[src/rtl/dac_wave_sequencer.sv]
// dac_wave_sequencer: sample-rate phase accumulator feeding one DAC code per tick to the I2C engine
module dac_wave_sequencer #(
  parameter int SAMPLE_DIV = 6000,
  parameter int PHASE_W    = 16
) (
  input  logic               sys_clk_12m,
  input  logic               rst,
  input  logic               enable,
  input  logic [PHASE_W-1:0] phase_inc,
  input  logic [1:0]         wave_sel,
  input  logic [7:0]         dc_level,
  output logic [7:0]         wave_rom_address,
  input  logic [7:0]         wave_rom_data,
  output logic [7:0]         dac_data,
  output logic               dac_req,
  input  logic               i2c_done,
  output logic               busy,
  output logic [7:0]         overrun_cnt,
  output logic [15:0]        sample_cnt
);
  typedef enum logic [2:0] {IDLE, ROM1, ROM2, REQ, WAIT_DONE} state_t;
  localparam logic [15:0] DIV_MAX = 16'(SAMPLE_DIV - 1);
  state_t state, state_n;
  logic [15:0] div_cnt;
  logic [PHASE_W-1:0] phase;
  logic [1:0] sel;
  logic [7:0] src;
  logic tick, accept, drop;
  assign tick    = enable && div_cnt == DIV_MAX;
  assign accept  = tick && (state == IDLE || (state == WAIT_DONE && i2c_done));
  assign drop    = tick && !accept;
  assign dac_req = state == REQ;
  assign busy    = state != IDLE;
  always_ff @(posedge sys_clk_12m)
    state <= rst ? IDLE : state_n;
  always_comb begin
    state_n = state;
    case (state)
      IDLE:      state_n = accept ? ROM1 : IDLE;
      ROM1:      state_n = ROM2;
      ROM2:      state_n = REQ;
      REQ:       state_n = WAIT_DONE;
      WAIT_DONE: state_n = accept ? ROM1 : i2c_done ? IDLE : WAIT_DONE;
      default:   state_n = IDLE;
    endcase
  end
  // Dropped ticks still advance the phase so the output frequency is preserved
  always_ff @(posedge sys_clk_12m) begin
    if (rst) begin
      div_cnt          <= '0;
      phase            <= '0;
      sel              <= '0;
      src              <= '0;
      wave_rom_address <= '0;
      dac_data         <= '0;
      overrun_cnt      <= '0;
      sample_cnt       <= '0;
    end else begin
      div_cnt <= (!enable || tick) ? '0 : div_cnt + 16'd1;
      if (tick) phase <= phase + phase_inc;
      if (accept) begin
        wave_rom_address <= phase[PHASE_W-1 -: 8];
        sel              <= wave_sel;
        src              <= wave_sel == 2'd1 ? {8{~phase[PHASE_W-1]}} :
                            wave_sel == 2'd2 ? phase[PHASE_W-1 -: 8] : dc_level;
      end
      if (state == ROM2) dac_data <= sel == 2'd0 ? wave_rom_data : src;
      if (drop && overrun_cnt != 8'hFF) overrun_cnt <= overrun_cnt + 8'd1;
      if (state == WAIT_DONE && i2c_done) sample_cnt <= sample_cnt + 16'd1;
    end
  end
endmodule

[config.mk]
export PLATFORM = sky130hd
export DESIGN_NAME = dac_wave_sequencer
export DESIGN_NICKNAME = d
export VERILOG_FILES = /design/src/rtl/dac_wave_sequencer.sv
export SDC_FILE = /design/constraint.sdc
export NUM_CORES = 1
export LEC_CHECK = 0
export ABC_AREA = 1
export BUFFER_PORTS_ARGS = -buffer_cell sky130_fd_sc_hd__buf_2
export CORE_AREA = 2 2 122 77
export CTS_BUF_LIST = sky130_fd_sc_hd__clkbuf_16
export CTS_CLUSTER_DIAMETER = 50
export DETAILED_ROUTE_END_ITERATION = 8
export DIE_AREA = 0 0 124 79
export GPL_ROUTABILITY_DRIVEN = 0
export GPL_TIMING_DRIVEN = 0
export HOLD_SLACK_MARGIN = 0.03
export PLACE_DENSITY = 0.79
export SLEW_MARGIN = 20
export SYNTH_ARGS = -nofsm -noshare
export SYNTH_HDL_FRONTEND = slang
export SYNTH_SLANG_ARGS = --single-unit
[constraint.sdc]
create_clock -name sys_clk_12m -period 2 [get_ports sys_clk_12m]
set_input_delay 0.3 -clock sys_clk_12m [delete_from_list [all_inputs] [get_ports sys_clk_12m]]
set_output_delay 0.3 -clock sys_clk_12m [all_outputs]
set_load 0.01 [all_outputs]
==> impl_results.md <==
* Status: completed
* Post-synth ARST share at 0%
* Slowest CP cell: dfxtp_1
* Die Span X at 124 um
* Drt pass-1 iters at 5
* # DRC at 0
* Final Max Tran Viols at 0
* Row count at 27
* Initial Util at 54.6%
* Via count at 4,961
* Pleak at 2.64 nW
* Mapped cell area at 4800 sq um
* Final period util at 94.4%
* Most frequent cell after synthesis: nand2_1
* CP Data Required Time at 2200 ps
* Gate Count Post-Synth at 730
* Met2 Use GR at 39.5%
* Warnings from Yosys at 0
* Crit path depth at 11
* Clk slew on worst S/H paths at 60 ps
* CTS Buf Count at 9
* Setup TNS at 0 ps
* Fillers at 799
* H-Tree Depth at 3
* Antenna violations before repair at 0
* Sequential-to-total area share from yosys stat at 35.5%
* Detail Route Antenna Nets at 0
* CP delay by family, top: simple AND/OR/NAND/NOR gates
* Most used DFF post-synth: dfxtp_1
* Max Cap Violations at 0
* CP max FO at 10
* Die area at 9800 sq um
* Power Total at 3.36 mW
* Clk Latency, worst-skew pair at 340 ps
* CTS root buf: clkbuf_16
* P per Cell Area at 594 nW/um^2
* GRT met1 Usage at 37.9%
* Hold slack at 208 ps
* Num ports at 80
* Grt peak-use layer: met2
* R2r worst-path depth at 11
* Maximum clock insertion buffer count at 2
* Worst-Margin Slew at 612 ps
* Cell taking the most area after synthesis: dfxtp_1
* Vias per Instance at 5.25
* CP peak stage delay at 360 ps
* IO buf count at 78
* Post-synthesis register bit count at 85
* Multi-input logic area at 2680 sq um
* Commonest cells post-synth: 207 x nand2_1, 100 x inv_1, 85 x dfxtp_1, 80 x a21oi_1, 65 x nor2_1
* Crit path top cell by count: nand2_1
* Ant. Diodes at 0
* Max Clk Rate at 529 MHz
* R2R Setup Slk at 110 ps
* Layout cells sized above 1 at 14.6%
* Routing usage on met3 at 5.75%
* Worst reg2reg path startpoint: div_cnt[0]$_SDFF_PP0_
* Area growth syn-to-layout at 18.0%
* Vias in the first global route at 4,432
* Nets at 881
* Clock sink count at 85
* Final setup violation count at 0
* End of the worst register-to-register path: src[5]$_SDFFE_PP0P_
* Max VDD drop at 0.000427 V
* WL per Instance at 13.1 um
* Worst path cell trace: ha_1 -> nand2_1 -> nor2_2 -> nand3_2 -> nor2_4 -> nand2_4 -> nor2_8 -> inv_4 -> buf_6 -> nand2_1 -> a21oi_1
* Crit path to: src[5]$_SDFFE_PP0P_
* Routed Wire Length at 12.3 mm
* Slew headroom at 59.2%
* CTS tree: built
* Synth top area share at 35.5%
* Synth cell types at 35
* Crit path DAT at 2090 ps
* Fin Clk Skew at 5.56 ps
* Crit path capture type: flop
* Post-detail-place hpwl at 9.33 mm
* Syn nets at 787
* Worst Setup SP: div_cnt[0]$_SDFF_PP0_
* Crit path buffers/inverters at 2
* Tmin final at 1890 ps
* Top cells by area, synth: dfxtp_1 35%, nand2_1 16%, a21oi_1 8.3%
* Detailed Route Iter0 Violations at 359
* Total grt overflow at 0
* Worst setup SP type: flop
* Hold Fails Final Rpt at 0
* Crit Path Category: reg -> reg
* Core area at 8780 sq um
* Hold crit path type: in -> reg
* Mean post-synth cell area at 6.57 sq um
* Number of synthesized flops with an enable pin at 0
* Largest net degree at the start of global routing at 14
* First-pass GRT wire length at 20.2 mm
* Chip Height at 79 um
* GRT Total Usage at 26.2%
* FF+latch area at 1700 sq um
==> tightest hold or removal path: stages <==
cell and delay [ps]:
buf_2 90, nand2_1 50, a21oi_1 50
==> worst min path at each step <==
stage / startpoint / to / cells after the start
final: wave_rom_data[2] / dac_data[2]$_SDFFE_PP0P_ / 3
after global routing: wave_rom_data[2] / dac_data[2]$_SDFFE_PP0P_ / 3
after CTS: wave_rom_data[2] / dac_data[2]$_SDFFE_PP0P_ / 3
after detailed placement: div_cnt[0]$_SDFF_PP0_ / div_cnt[0]$_SDFF_PP0_ / 1
after global placement: div_cnt[0]$_SDFF_PP0_ / div_cnt[0]$_SDFF_PP0_ / 1
after floorplan: div_cnt[0]$_SDFF_PP0_ / div_cnt[0]$_SDFF_PP0_ / 1
==> metrics by stage <==
step                      area (sq um)  setup WS (ps)  instances  utilization (%)
after CTS                         5590           2.14        940             63.7
after global routing              5660          -41.7        945             64.4
after global placement            5330           54.8        924             60.7
after detailed placement          5330           50.1        924             60.7
after floorplan                   4800            367        730                -
final                             5660            111        945             64.4
==> cell families (layout without fill, tap and decap cells) <==
| logic type | Yosys count | after routing | synth area share (%) |
|---|---|---|---|
| simple gates | 369 | 369 | 33.5 |
| compound gates | 126 | 126 | 13.5 |
| flops | 85 | 85 | 35.5 |
| buf+inv | 114 | 213 | 9.34 |
| fa+ha+maj | 19 | 19 | 5.11 |
| xor+xnor | 17 | 17 | 3.10 |
==> cell type report <==
class                           instances  share of cell area [%]
Buffer                                 12                    1.15
Clock buffer                            9                    3.98
Clock inverter                          7                   0.619
Inverter                              102                    6.81
Multi-Input combinational cell        531                    47.3
Sequential cell                        85                    30.1
Tap cell                              116                    2.56
Timing Repair Buffer                   83                    7.56
==> registers in the layout, indices dropped and copies added, names as in the netlist <==
| register | count |
|---|---|
| src | 8 |
| overrun_cnt | 8 |
| state | 3 |
| sample_cnt | 16 |
| phase | 16 |
| wave_rom_address | 8 |
| div_cnt | 16 |
| sel | 2 |
| dac_data | 8 |
==> report_power, final <==
group	total [mW]	switching, mW	internal (mW)	leakage [nW]
logic	0.183	0.114	0.0684	1.82
clock network	1.48	0.662	0.821	0.129
registers	1.70	0.00141	1.69	0.685
==> timing repair <==
| item | 4_1_cts | 5_1_grt |
|---|---|---|
| buffers inserted | 0 | 5 |
| endpoints found under the setup margin | 0 | 46 |
| resized for setup | 0 | 8 |
| hold buffers | 0 | 0 |
==> metal layers <==
layer  vias to the layer above  wire [um]  share of wire (%)
met5                         -          0                  0
met4                         0         99               0.80
met3                        12        853                6.9
met2                       166       5340                 43
met1                      2232       6050                 49
li1                       2551          -                  -
==> cell usage in the layout (no fill, tap or decap), types with 2 or more instances in the layout <==
cell        Yosys  final
nor2_4          2      2
nor3_2          0      2
buf_2           2     79
nor2_2          2      4
clkinv_1        1      3
clkbuf_1        7      7
o21a_1          3      3
nand3b_1        3      3
nand3_1        35     34
or2_2           4      4
nor2_1         65     63
buf_6           2      2
xnor2_1         3      3
clkinvlp_4      0      2
ha_1           18     18
nor3_1         19     17
clkbuf_16       0      9
inv_1         100    101
a21oi_1        80     80
nand4_1        22     22
o21ai_0        40     40
nand2_1       207    207
nand3_2         1      2
dfxtp_1        85     85
nor3b_1         2      2
nand2_2         2      2
xor2_1         14     14
buf_4           0      5
Power figures use the tool's default switching activity.
